<file path="src/rtl/sms_pkg.sv">
// Shared types and constants for the SMS cartridge download path.
package sms_pkg;

    typedef enum logic [2:0] {
        ST_IDLE,
        ST_ACCEPT,
        ST_HOLD,
        ST_WRITE,
        ST_FINISH
    } cart_loader_state_t;

    localparam logic [7:0] CODE_INDEX  = 8'hFF;
    localparam int         HDR_BYTES   = 512;
    localparam int         GG_IDX      = 2;
    localparam int         CART_ADDR_W = 22;
    localparam int         ROM_WADDR_W = 24;

endpackage

</file>
<file path="src/rtl/cart_loader_if.sv">
// HPS ioctl byte stream plus the SDRAM toggle write port seen by the cart loader.
// master = host side (HPS stream source, SDRAM ack), slave = the loader itself.
interface cart_loader_if #(
    parameter int WADDR_W = 24
);
    logic               ioctl_download;
    logic [7:0]         ioctl_index;
    logic               ioctl_wr;
    logic [24:0]        ioctl_addr;
    logic [7:0]         ioctl_dout;
    logic               ioctl_wait;

    logic               rom_wr;
    logic               rom_wack;
    logic [WADDR_W-1:0] romwr_a;
    logic [7:0]         rom_din;

    modport master (
        output ioctl_download, ioctl_index, ioctl_wr, ioctl_addr, ioctl_dout, rom_wack,
        input  ioctl_wait, rom_wr, romwr_a, rom_din
    );

    modport slave (
        input  ioctl_download, ioctl_index, ioctl_wr, ioctl_addr, ioctl_dout, rom_wack,
        output ioctl_wait, rom_wr, romwr_a, rom_din
    );
endinterface

</file>
<file path="src/rtl/cart_loader.sv">
// Streams HPS cartridge bytes into SDRAM over a toggle req/ack pair, stalling the HPS
// per byte, and derives the cart address masks, copier-header flag and Game Gear flag.
module cart_loader #(
    parameter int ADDR_W    = sms_pkg::CART_ADDR_W,
    parameter int WADDR_W   = sms_pkg::ROM_WADDR_W,
    parameter int HDR_BYTES = sms_pkg::HDR_BYTES,
    parameter int GG_IDX    = sms_pkg::GG_IDX
) (
    input  logic              clk_sys,
    input  logic              reset,
    cart_loader_if.slave      bus,
    output logic              cart_download,
    output logic [ADDR_W-1:0] cart_mask,
    output logic [ADDR_W-1:0] cart_mask512,
    output logic              cart_sz512,
    output logic              gg,
    output logic              load_done,
    output logic              overrun
);
    import sms_pkg::*;

    localparam int                HDR_LOG2 = $clog2(HDR_BYTES);
    localparam logic [ADDR_W-1:0] HDR_A    = ADDR_W'(HDR_BYTES);
    localparam logic [4:0]        GG_IDX_5 = 5'(GG_IDX);

    cart_loader_state_t state_q;
    logic               cart_dl_q;
    logic               ioctl_wait_q;
    logic               rom_wr_q;
    logic [WADDR_W-1:0] romwr_a_q;
    logic [7:0]         rom_din_q;
    logic [ADDR_W-1:0]  cart_mask_q;
    logic [ADDR_W-1:0]  cart_mask512_q;
    logic [ADDR_W-1:0]  byte_count_q;
    logic               cart_sz512_q;
    logic               gg_q;
    logic               load_done_q;
    logic               overrun_q;

    logic [ADDR_W-1:0]  addr_d;
    logic               ack_match_d;
    logic               dl_rise_d;
    logic               wr_take_d;
    logic               toggle_d;
    logic               unused_addr_hi;

    assign cart_download  = bus.ioctl_download & (bus.ioctl_index != CODE_INDEX);
    assign addr_d         = bus.ioctl_addr[ADDR_W-1:0];
    assign unused_addr_hi = ^bus.ioctl_addr[24:ADDR_W];
    assign ack_match_d    = (rom_wr_q == bus.rom_wack);
    assign dl_rise_d      = cart_download & ~cart_dl_q;
    assign wr_take_d      = bus.ioctl_wr & cart_download;
    assign toggle_d       = ~reset & ack_match_d &
                            (((state_q == ST_ACCEPT) & wr_take_d) | (state_q == ST_HOLD));

    // The request toggle must stay in step with the SDRAM controller's ack, which
    // never sees our reset, so it is deliberately left out of the reset branch.
    always_ff @(posedge clk_sys) begin
        if (toggle_d) begin
            rom_wr_q <= ~rom_wr_q;
        end
    end

    always_ff @(posedge clk_sys) begin
        if (reset) begin
            state_q        <= ST_IDLE;
            cart_dl_q      <= 1'b0;
            ioctl_wait_q   <= 1'b0;
            romwr_a_q      <= '0;
            rom_din_q      <= '0;
            cart_mask_q    <= '0;
            cart_mask512_q <= '0;
            byte_count_q   <= '0;
            cart_sz512_q   <= 1'b0;
            gg_q           <= 1'b0;
            load_done_q    <= 1'b0;
            overrun_q      <= 1'b0;
        end else begin
            cart_dl_q   <= cart_download;
            load_done_q <= 1'b0;
            case (state_q)
                ST_IDLE: begin
                    if (dl_rise_d) begin
                        romwr_a_q    <= '0;
                        byte_count_q <= '0;
                        overrun_q    <= 1'b0;
                        state_q      <= ST_ACCEPT;
                    end
                end
                ST_ACCEPT: begin
                    if (wr_take_d) begin
                        rom_din_q    <= bus.ioctl_dout;
                        ioctl_wait_q <= 1'b1;
                        cart_mask_q  <= (addr_d == '0) ? '0 : (cart_mask_q | addr_d);
                        if (addr_d >= HDR_A) begin
                            cart_mask512_q <= (addr_d == HDR_A) ? '0
                                              : (cart_mask512_q | (addr_d - HDR_A));
                        end
                        gg_q    <= (bus.ioctl_index[4:0] == GG_IDX_5);
                        state_q <= ack_match_d ? ST_WRITE : ST_HOLD;
                    end else if (!cart_download) begin
                        state_q <= ST_FINISH;
                    end
                end
                ST_HOLD: begin
                    if (wr_take_d) begin
                        overrun_q <= 1'b1;
                    end
                    if (ack_match_d) begin
                        state_q <= ST_WRITE;
                    end
                end
                ST_WRITE: begin
                    if (wr_take_d) begin
                        overrun_q <= 1'b1;
                    end
                    if (ack_match_d) begin
                        ioctl_wait_q <= 1'b0;
                        romwr_a_q    <= romwr_a_q + WADDR_W'(1);
                        byte_count_q <= (&byte_count_q) ? byte_count_q
                                                        : byte_count_q + ADDR_W'(1);
                        state_q      <= cart_download ? ST_ACCEPT : ST_FINISH;
                    end
                end
                ST_FINISH: begin
                    if (wr_take_d) begin
                        overrun_q <= 1'b1;
                    end
                    cart_sz512_q <= byte_count_q[HDR_LOG2];
                    load_done_q  <= 1'b1;
                    state_q      <= ST_IDLE;
                end
                default: state_q <= ST_IDLE;
            endcase
        end
    end

    assign bus.ioctl_wait = ioctl_wait_q;
    assign bus.rom_wr     = rom_wr_q;
    assign bus.romwr_a    = romwr_a_q;
    assign bus.rom_din    = rom_din_q;
    assign cart_mask      = cart_mask_q;
    assign cart_mask512   = cart_mask512_q;
    assign cart_sz512     = cart_sz512_q;
    assign gg             = gg_q;
    assign load_done      = load_done_q;
    assign overrun        = overrun_q;

endmodule

</file>
<file path="src/flat_wrapper.sv">
// flat-port wrapper written by rule: the top's interface ports become plain ports
module cart_loader_flat import sms_pkg::*;
#(
    parameter int ADDR_W    = sms_pkg::CART_ADDR_W,
    parameter int WADDR_W   = sms_pkg::ROM_WADDR_W,
    parameter int HDR_BYTES = sms_pkg::HDR_BYTES,
    parameter int GG_IDX    = sms_pkg::GG_IDX
)
  (clk_sys, reset, cart_download, cart_mask, cart_mask512, cart_sz512, gg, load_done, overrun, bus_ioctl_download, bus_ioctl_index, bus_ioctl_wr, bus_ioctl_addr, bus_ioctl_dout, bus_rom_wack, bus_ioctl_wait, bus_rom_wr, bus_romwr_a, bus_rom_din);
  cart_loader_if #(.WADDR_W(WADDR_W)) bus_i ();
  input  logic clk_sys;
  input  logic reset;
  output logic cart_download;
  output logic [ADDR_W-1:0] cart_mask;
  output logic [ADDR_W-1:0] cart_mask512;
  output logic cart_sz512;
  output logic gg;
  output logic load_done;
  output logic overrun;
  input wire logic [$bits(bus_i.ioctl_download)-1:0] bus_ioctl_download;
  input wire logic [$bits(bus_i.ioctl_index)-1:0] bus_ioctl_index;
  input wire logic [$bits(bus_i.ioctl_wr)-1:0] bus_ioctl_wr;
  input wire logic [$bits(bus_i.ioctl_addr)-1:0] bus_ioctl_addr;
  input wire logic [$bits(bus_i.ioctl_dout)-1:0] bus_ioctl_dout;
  input wire logic [$bits(bus_i.rom_wack)-1:0] bus_rom_wack;
  output wire logic [$bits(bus_i.ioctl_wait)-1:0] bus_ioctl_wait;
  output wire logic [$bits(bus_i.rom_wr)-1:0] bus_rom_wr;
  output wire logic [$bits(bus_i.romwr_a)-1:0] bus_romwr_a;
  output wire logic [$bits(bus_i.rom_din)-1:0] bus_rom_din;
  assign bus_i.ioctl_download = bus_ioctl_download;
  assign bus_i.ioctl_index = bus_ioctl_index;
  assign bus_i.ioctl_wr = bus_ioctl_wr;
  assign bus_i.ioctl_addr = bus_ioctl_addr;
  assign bus_i.ioctl_dout = bus_ioctl_dout;
  assign bus_i.rom_wack = bus_rom_wack;
  assign bus_ioctl_wait = bus_i.ioctl_wait;
  assign bus_rom_wr = bus_i.rom_wr;
  assign bus_romwr_a = bus_i.romwr_a;
  assign bus_rom_din = bus_i.rom_din;
  cart_loader #(.ADDR_W(ADDR_W), .WADDR_W(WADDR_W), .HDR_BYTES(HDR_BYTES), .GG_IDX(GG_IDX)) u_core (.clk_sys(clk_sys), .reset(reset), .bus(bus_i), .cart_download(cart_download), .cart_mask(cart_mask), .cart_mask512(cart_mask512), .cart_sz512(cart_sz512), .gg(gg), .load_done(load_done), .overrun(overrun));
endmodule
</file>
<file path="config.mk">
export PLATFORM = sky130hd
export DESIGN_NAME = cart_loader_flat
export DESIGN_NICKNAME = d
export VERILOG_FILES = /design/src/rtl/sms_pkg.sv /design/src/rtl/cart_loader_if.sv /design/src/rtl/cart_loader.sv /design/src/flat_wrapper.sv
export SDC_FILE = /design/constraint.sdc
export NUM_CORES = 1
export LEC_CHECK = 0
export CAP_MARGIN = 20
export CELL_PAD_IN_SITES_DETAIL_PLACEMENT = 1
export CELL_PAD_IN_SITES_GLOBAL_PLACEMENT = 1
export CORE_MARGIN = 2
export CORE_UTILIZATION = 37
export CTS_BUF_LIST = sky130_fd_sc_hd__clkbuf_4
export DETAILED_ROUTE_END_ITERATION = 12
export GPL_ROUTABILITY_DRIVEN = 0
export HOLD_SLACK_MARGIN = 0.05
export PLACE_DENSITY_LB_ADDON = 0.08
export SETUP_SLACK_MARGIN = 0.4
export SYNTH_ARGS = -nofsm -noshare
export SYNTH_HDL_FRONTEND = slang
export SYNTH_SLANG_ARGS = --single-unit
</file>
<file path="constraint.sdc">
create_clock -name clk_sys -period 2.52 [get_ports clk_sys]
set_input_delay 0.252 -clock clk_sys [delete_from_list [all_inputs] [get_ports clk_sys]]
set_output_delay 0.252 -clock clk_sys [all_outputs]
set_load 0.02 [all_outputs]
</file>
== Yosys cells after proc, flatten, opt, wreduce, memory -nomap -nowiden ==
Cells that the tools add are included.

* Register bits after elaboration: 108
* Bits of input ports: 46
* Output and inout port bits: 83
* Logic and storage cells: 81

* $add $sub $neg: 3
* Magnitude comparators: 1
* Equality and inequality tests: 15
* Multiplexer cells: 23
* Bitwise gates (word level): 12
* Reduce and logical (&&, ||, !) cells: 14

{| class="wikitable"
|+ Operator list
! kind !! count
|-
| 2-to-1 mux 22 bit || 5
|-
| 2-to-1 mux 24 bit || 2
|-
| case mux 24 bit (2 select lines) || 1
|-
| bitwise OR 22 bit || 2
|-
| case mux 22 bit (2 select lines) || 1
|-
| adder 24 x 1 -> 24 bit, second input constant || 1
|-
| adder 22 x 1 -> 22 bit, second input constant || 1
|-
| == test 22 x 10 -> 1 bit, second input constant || 1
|-
| greater-or-equal comparator 22 x 10 -> 1 bit, second input constant || 1
|-
| logical NOT 22 bit || 1
|-
| AND reduction 22 bit || 1
|-
| subtractor 22 x 10 -> 22 bit, second input constant || 1
|-
| 2-to-1 mux 3 bit || 6
|-
| case mux 3 bit (4 select lines) || 1
|-
| AND reduction 3 bit || 4
|-
| inequality test 2 x 1 -> 1 bit, second input constant || 5
|-
| inequality test 8 bit, second input constant || 1
|-
| AND reduction 4 bit || 2
|-
| AND 1 bit || 6
|-
| == test 3 x 2 -> 1 bit, second input constant || 2
|-
| nonzero test 2 bit || 3
|-
| == test 5 x 2 -> 1 bit, second input constant || 1
|-
| 2-to-1 mux 1 bit || 5
|-
| case mux 1 bit (2 select lines) || 2
|-
| other kinds (10) || 12
|}

== Depth between registers and ports, before layout ==
Gate-level depths: netlist (run 1).

* Word-level depth: 6
* Gate-level depth with buffers: 9

== Worst setup path before layout (run 1) ==
Ideal clock, no wire load.

* Kind: reg-to-reg
* From: register u_core.byte_count_q[0]
* To: register u_core.byte_count_q[14]
* Setup time: 138 ps
* Arrival: 1,862 ps
* Slack: 520 ps
* Cell stages (with the launch flop): 8
* Buffers on the path: 1
* Period minus slack after synthesis: 2,000 ps
* Path through: dfxtp_1 > ha_1 > nand4_1 > nor4_2 > a41oi_1 > buf_2 > a21oi_1 > a311oi_2

* Longest elaborated chain between the ends: 4
* Elaborated cells on any way between the ends: 7

{| class="wikitable"
|+ RTL lines
! element !! line !! RTL
|-
| start: declaration || cart_loader.sv:34 || <nowiki>logic [ADDR_W-1:0] byte_count_q;</nowiki>
|-
| start signal: assignment || cart_loader.sv:120 || <nowiki>byte_count_q <= (&byte_count_q) ? byte_count_q</nowiki>
|-
| adder 22 x 1 -> 22 bit || cart_loader.sv:121 || <nowiki>: byte_count_q + ADDR_W'(1);</nowiki>
|-
| 2-to-1 mux 22 bit || cart_loader.sv:120 ||
|-
| 2-to-1 mux 22 bit || cart_loader.sv:117 || <nowiki>if (ack_match_d) begin</nowiki>
|-
| case mux 22 bit (2 select lines) || cart_loader.sv:81 || <nowiki>case (state_q)</nowiki>
|}

Several ways; a longest one is shown, not always the timed one. The select of a mux whose other input is x is not followed.
A chain may end at the register's enable or synchronous reset.

== Worst setup path in the final report (run 1) ==
* From: register u_core.byte_count_q[0]
* To: register u_core.byte_count_q[8]

The elaborated chain is that of the path after synthesis.

==> results of run 1 <==
-- synth_stat cells, types with 2 or more instances --
cell	n
nand3b_1	3
a211oi_2	4
a31oi_1	7
inv_1	12
xnor2_1	17
a32o_1	2
a211oi_1	4
nor2_1	82
or4_1	3
nand2_1	45
buf_1	2
a21oi_1	81
or3_1	5
a311oi_2	4
o31ai_1	2
nand4b_1	4
dfxtp_1	107
a2111oi_2	7
o21ai_0	17
nand4_1	11
clkbuf_1	19
ha_1	3
nor3b_1	4
and4_1	6
o2111ai_1	2
a311oi_1	2
buf_4	2
o31a_1	2
buf_6	2
nor4_2	2
nor4_1	7
o21ai_1	5
xor2_1	10
nand3_1	19
and3_1	13
a41oi_1	5
nor3_1	11
buf_2	9
-- metrics by stage --
step                      power (µW)  instance area, µm²  hold WS [ns]
final                           3350                6860         0.289
after global routing            3520                6860         0.254
after CTS                       3360                6690         0.250
after detailed placement        2290                6430         0.453
after global placement          2280                6430         0.443
after floorplan                 2060                4890         0.388
-- final timing paths --
kind | from | end | slack (ns) | cells past startpoint
setup / recovery | u_core.byte_count_q[0] | u_core.byte_count_q[8] | 0.49 | 6
hold / removal | bus_ioctl_dout[7] | u_core.bus.rom_din[7] | 0.29 | 3
setup reg to reg | u_core.byte_count_q[0] | u_core.byte_count_q[8] | 0.49 | 6
hold reg to reg | u_core.gg | u_core.gg | 0.47 | 2
-- cell families after synthesis --
kind of cell	share of synthesized area [%]
flops	44.4
mux	0.205
buf+inv	4.22
compound gates	22.0
simple gates	23.5
xor+xnor	4.84
fa+ha+maj	0.768
-- registers in the layout (all words and copies together), names as in the netlist --
register	flops
u_core.bus.romwr_a	24
u_core.byte_count_q	22
u_core.cart_mask512	22
u_core.cart_mask	22
u_core.bus.rom_din	8
u_core.state_q	3
u_core.bus.ioctl_wait	1
u_core.bus.rom_wr	1
u_core.cart_dl_q	1
u_core.cart_sz512	1
u_core.gg	1
u_core.load_done	1
u_core.overrun	1
-- critical path, stage by stage (launching register included) --
cell       delay, ns
dfxtp_4         0.41
ha_4            0.15
nand4_1         0.15
or4_4           0.62
a2bb2oi_4       0.21
buf_12          0.15
a311oi_2        0.24
-- what timing repair did --
action,CTS,global route
gates cloned,0,1
pin swaps,4,7
endpoints found under the setup margin,43,59
buffers inserted,4,10
resized for setup,12,12
-- per-layer routing --
metal	routed length, µm	part of all wire (%)	track usage (%)	vias to the layer above
met5	0	0	0	-
met4	199	1.3	5.21	0
met3	926	5.9	7.76	13
met2	7980	51	39.4	94
met1	6570	42	25.7	2385
li1	-	-	-	2357
-- cell type report --
type / instances / area share (%)
clock inverters: 7 / 1.55
clock buffers: 9 / 0.985
multi-input cells: 414 / 38.3
flip-flops and latches: 108 / 31.9
inverters: 12 / 0.657
repair buffers: 167 / 23.6
well taps: 172 / 3.14
-- power groups by stage --
stage,clock [µW],sequential [µW],combinational [µW]
floorplan,0,1840,218
CTS,1090,1780,497
global placement,0,1810,463
detailed placement,0,1820,475
global route,1160,1790,568
finish,1050,1780,525
-- layout by cell type (no fill, tap or decap), types with 3 or more instances in the layout --
cell type and n:
clkdlybuf4s50_1 124, nand2_1 45, a21oi_1 81, xnor2_1 17
or4_1 3, and4_1 6, a2111oi_2 6, nor4_1 7
nand4_1 11, nor3_1 11, xor2_1 10, or3_1 5
o21ai_0 16, and3_1 13, dfxtp_1 101, a211oi_1 4
buf_12 4, buf_4 38, nor2_1 82, a31oi_1 7
dfxtp_2 4, o21ai_1 6, inv_1 12, clkbuf_4 9
nor3b_1 4, nand3b_1 3, a41oi_1 3, nand4b_1 4
a211oi_2 4, nand3_1 18, a311oi_2 4
==> qor_table.md, run 1 <==
| Quantity | Reported | Unit |
| --- | --- | --- |
| Result of the run | finished clean | - |
| Worst setup EP type | flop | - |
| Post-Route Skew | 0.0184 | ns |
| Post-synthesis cell type with the largest combined area | dfxtp_1 | - |
| Setup_tns | 0 | ns |
| Top-Level Pins | 129 | - |
| Total number of placement rows | 41 | - |
| Post-synth cell types | 63 | - |
| First-pass iteration count of the detailed router | 4 | - |
| TritonCTS clock tree | built | - |
| Vertical die dimension | 119 | µm |
| Number of buffers inserted by port buffering | 125 | - |
| Synthesized cell area | 4890 | µm² |
| Tightest slew margin relative to the limit | 66.4 | % |
| Vias per cell | 5.45 | - |
| Antenna-violating nets left | 0 | - |
| Final critical-path share of the clock period | 80.4 | % |
| Leakage power figure | 0.00234 | µW |
| Setup slack of the critical path after layout | 0.493 | ns |
| Multi-input gate area in the final layout | 2620 | µm² |
| Mapped Nets | 616 | - |
| Hold-fix buffers, CTS | 0 | - |
| Effective utilization at floorplan | 38.3 | % |
| Setup repair after global routing missed its margin | no | - |
| Final layout net count | 761 | - |
| Main area contributors after synthesis | dfxtp_1 44%, a21oi_1 8.3%, nor2_1 6.3% | - |
| HPWL after detailed placement | 11300 | µm |
| Data required time of the critical path | 2.93 | ns |
| Via count of the first global-routing pass | 5072 | - |
| Vias | 4849 | - |
| Tmin final | 2.03 | ns |
| Switching portion of total power | 28.0 | % |
| Filler cell count in the final layout | 1484 | - |
| Data arrival time of the critical path | 2.44 | ns |
| Fraction of registers with async set/reset | 0 | % |
| Critical path launch point type | flop | - |
| Starting DRC count in detailed routing | 221 | - |
| Logic gate share of total power | 15.7 | % |
| Total of endpoints with negative setup slack in the final report | 0 | - |
| Largest net degree at the start of global routing | 29 | - |
| GR Overflow Total | 0 | - |
| Post-Place Cells | 858 | - |
| Main flop type after synthesis | dfxtp_1 | - |
| Fin cells | 889 | - |
| Switching power | 940 | µW |
| IR Drop Worst-Case VDD | 0.314 | mV |
| Number of max-slew violations in the final report | 0 | - |
| Highest attainable clock frequency | 493 | MHz |
| Reg clk slew, reported paths | 0.17 | ns |
| Design internal power | 2410 | µW |
| Wire length reported by the detailed router | 15700 | µm |
| Reported max-cap violation count | 0 | - |
| Worst-case setup slack after placement | 0.0421 | ns |
| H-tree level count | 3 | - |
| Part of the power in registers | 53.0 | % |
| Clock network fraction of design power | 31.3 | % |
| Number of cells produced by synthesis | 567 | - |
| Yosys warnings | 0 | - |
| Antenna violations before repair | 0 | - |
| Insertion delay of the later-clocked pin in the worst-skew pair | 0.50 | ns |
| Register area share after synthesis | 44.4 | % |
| Share of final-layout standard cells stronger than drive strength 1 | 13.9 | % |
| Post-detailed-route DRC marker count | 0 | - |
| Power density over cell area | 489 | nW/µm² |
| Area of all sequential standard cells | 2180 | µm² |
| Final Hold Viols | 0 | - |
| Type of the setup path with the least slack | flop to flop | - |
| Least-Margin Pin Slew | 0.503 | ns |
| Worst min-delay path class | input pin to flop | - |
| Root Buffer | clkbuf_4 | - |
| Largest fanout on the critical path | 7 | - |
| Routed wirelength normalized by instance count | 17.6 | µm |
| First-pass GRT wire length | 25700 | µm |
| Fraction of post-synthesis cell area in the top cell type by area | 43.8 | % |
| Number of enable-type register cells in the synthesized netlist | 1 | - |
| Die area | 14100 | µm² |
| Share of the core filled with cells | 53.7 | % |
| Flop and latch count out of synthesis | 108 | - |
| Area growth, synth to finish | 40.3 | % |
| Number of sinks on the clock net | 108 | - |
| Placeable Area | 12800 | µm² |
| Number of buffers on the longest clock path | 2 | - |
| Total routing usage reported by global routing | 22.3 | % |
| Average cell area after synthesis | 8.62 | µm² |
| Antenna fix cells | 0 | - |
| Number of buffers added by the clock tree synthesis step | 9 | - |
| Width of the chip | 119 | µm |
No activity file was read; power rests on OpenSTA's default activity.
==> run 2: changes to the inputs <==
CORE_UTILIZATION = 33   (was 37)
clock period = 1.8 ns   (was 2.52 ns; I/O delays follow)
==> run 2 against run 1 <==
Effect of this change: the flow now finishes with violations (setup timing); largest cell class unchanged; critical path depth up 1; register-to-register slack worse by 0.61 ns; sequential cell count unchanged; worst setup slack worse by 0.61 ns; maximum frequency up 5.9%; die area up 12%; sequential share of layout area down 6.6 points; wire length up 37%; via count up 16%; critical path type unchanged.
==> qor_table.md, run 2 (synthesized netlist as in run 1, its figures left out) <==
| Quantity | Reported | Unit | Delta |
| --- | --- | --- | --- |
| Number of buffers inserted by port buffering | 125 | - | unchanged |
| Max reg flops | 24 | - | unchanged |
| Post-Route Skew | 0.0154 | ns | -0.00299 ns |
| Cell with the biggest individual delay on the critical path | dfxtp_2 | - |  |
| Number of buffers added by the clock tree synthesis step | 9 | - | unchanged |
| Area growth, synth to finish | 84.0 | % |  |
| Logic gate share of total power | 23.8 | % | +8.1 points |
| Tightest slew margin relative to the limit | 64.9 | % | -1.5 points |
| Worst min-delay path class | input pin to flop | - |  |
| Final Hold Viols | 0 | - | unchanged |
| Critical path buffers and inverters | 2 | - | +1 |
| Wire length reported by the detailed router | 21400 | µm | +37% |
| Type of the setup path with the least slack | flop to flop | - |  |
| Placeable Area | 14500 | µm² | +13% |
| Share of the core filled with cells | 62.1 | % | +8.4 points |
| Final critical-path share of the clock period | 106 | % | +26 points |
| Total routing usage reported by global routing | 24.7 | % | +2.4 points |
| Antenna-violating nets left | 0 | - | unchanged |
| Worst setup EP type | flop | - |  |
| Number of sinks on the clock net | 108 | - | unchanged |
| Largest net degree at the start of global routing | 31 | - | +6.9% |
| Root Buffer | clkbuf_4 | - |  |
| Failing checks | setup timing | - |  |
| Critical path launch point type | flop | - |  |
| TritonCTS clock tree | built | - |  |
| Setup_tns | -2.19 | ns | -2.19 ns |
| Setup repair after global routing missed its margin | yes | - |  |
| Fin cells | 1037 | - | +17% |
| Share of final-layout standard cells stronger than drive strength 1 | 54.7 | % | +41 points |
| Worst path max stage delay | 0.37 | ns | -0.25 ns |
| Data required time of the critical path | 2.25 | ns | -0.68 ns |
| Part of the power in registers | 49.0 | % | -4.0 points |
| Final layout net count | 893 | - | +17% |
| IR Drop Worst-Case VDD | 0.607 | mV | +93% |
| Setup slack of the critical path after layout | -0.114 | ns | -0.607 ns |
| Post-detailed-route DRC marker count | 0 | - | unchanged |
| Number of buffers on the longest clock path | 2 | - | unchanged |
| Design internal power | 3490 | µW | +45% |
| Total of endpoints with negative setup slack in the final report | 56 | - | +56 |
| Tmin final | 1.91 | ns | -0.113 ns |
| Via count of the first global-routing pass | 5954 | - | +17% |
| Number of max-slew violations in the final report | 0 | - | unchanged |
| GR Overflow Total | 0 | - | unchanged |
| Vias | 5611 | - | +16% |
| Count of cells along the worst register-to-register path | 7 | - | +1 |
| Width of the chip | 126 | µm | +5.7% |
| HPWL after detailed placement | 12800 | µm | +14% |
| Switching power | 1570 | µW | +67% |
| Leakage power figure | 0.00344 | µW | +47% |
| Family of cells with the greatest summed delay on the critical path | compound AO/OA/AOI/OAI gates | - |  |
| Top-Level Pins | 129 | - | unchanged |
| Worst-case setup slack after placement | -0.360 | ns | -0.402 ns |
| Starting DRC count in detailed routing | 292 | - | +32% |
| Clock network fraction of design power | 27.2 | % | -4.1 points |
| Commonest non-fill, non-tap cell in the layout | buf_4 | - |  |
| Routed wirelength normalized by instance count | 20.6 | µm | +17% |
| Least-Margin Pin Slew | 0.526 | ns | +0.0235 ns |
| Largest fanout on the critical path | 7 | - | unchanged |
| H-tree level count | 3 | - | unchanged |
| Power density over cell area | 562 | nW/µm² | +15% |
| Number of stages on the worst setup path | 7 | - | +1 |
| Antenna violations before repair | 4 | - | +4 |
| Insertion delay of the later-clocked pin in the worst-skew pair | 0.51 | ns | about the same |
| Effective utilization at floorplan | 33.8 | % | -4.5 points |
| Vias per cell | 5.41 | - | -0.80% |
| Die area | 15800 | µm² | +12% |
| First-pass GRT wire length | 31300 | µm | +22% |
| First-pass iteration count of the detailed router | 4 | - | unchanged |
| Highest attainable clock frequency | 523 | MHz | +5.9% |
| Cells on Worst Hold Path | 5 | - | +2 |
| Switching portion of total power | 31.0 | % | +3.0 points |
| Data arrival time of the critical path | 2.36 | ns | -0.08 ns |
| Result of the run | complete, but fails checks | - |  |
| Vertical die dimension | 126 | µm | +5.7% |
| Most frequent cells in the layout | 110 x buf_4, 63 x nor2_1, 52 x dfxtp_1 | - |  |
| Worst-path cell chain | nor4_4, o211ai_4, buf_12, a2111oi_4, buf_4, nand3b_1, a21oi_1 | - |  |
| Post-Place Cells | 962 | - | +12% |
| Reg clk slew, reported paths | 0.18 | ns | about the same |
| Total number of placement rows | 44 | - | +7.3% |
| Tot Pwr | 5060 | µW | +51% |
| Reported max-cap violation count | 0 | - | unchanged |
run 2: cell types whose count changed in the layout (fill, tap and decap cells not counted), sizes merged, moves of 3 or more:
| cell | before | now |
|---|---|---|
| clkdlybuf4s50 | 124 | 32 |
| clkdlybuf4s15 | 0 | 47 |
| clkbuf | 9 | 19 |
| dlymetal6s2s | 0 | 8 |
| diode | 0 | 4 |
| a31o | 1 | 4 |
| buf | 42 | 195 |
run 2: cell type report:
cell class | count | area, µm²
sequential | 108 | 2270
fill | 1586 | 5490
timing repair buffer | 295 | 2910
tap | 184 | 230
clock buffer | 9 | 67.6
multi-input combinational | 418 | 3370
antenna | 4 | 10.0
clock inverter | 7 | 82.6
inverter | 12 | 47.5
run 2: power groups by stage:
stage | Clock [µW] | Combinational, µW | Sequential (µW)
floorplan | 0 | 357 | 2570
global placement | 0 | 813 | 2530
detailed placement | 0 | 830 | 2530
CTS | 1420 | 1030 | 2480
global route | 1500 | 1270 | 2490
finish | 1370 | 1210 | 2480
run 2: path summary, 6_finish.rpt:
path	end	slack (ns)	start
setup / recovery	u_core.bus.romwr_a[15]	-0.11	u_core.cart_dl_q
setup reg to reg	u_core.bus.romwr_a[15]	-0.11	u_core.cart_dl_q
hold reg to reg	u_core.bus.rom_din[7]	0.47	u_core.bus.rom_din[7]
hold / removal	u_core.gg	0.09	bus_ioctl_index[3]
run 2: metal layers:
metal	share of wire (%)	track usage, %	vias up
li1	-	-	2637
met1	40	28.0	2786
met3	5.4	7.52	35
met4	2.2	7.32	0
met5	0	0	-
met2	52	44.5	153
run 2: what timing repair did:
item	in CTS	in global routing
pin swaps	53	51
hold buffers	0	2
gates cloned	10	3
endpoints found under the hold margin	0	1
setup buffers	21	19
resized for setup	400	162
endpoints found under the setup margin	185	157
run 2: tightest hold or removal path, cell delays in order:
cell	delay (ns)
dlymetal6s2s_1	0.11
buf_4	0.11
nor2_1	0.05
nand3_4	0.08
a21oi_2	0.04
run 2: per-stage QoR:
step,hold slack (ns),instance area [µm²]
floorplan,0.316,5200
CTS,0.0654,8380
detailed placement,0.452,7340
finish,0.0936,8990
global placement,0.444,7340
global route,0.110,8990
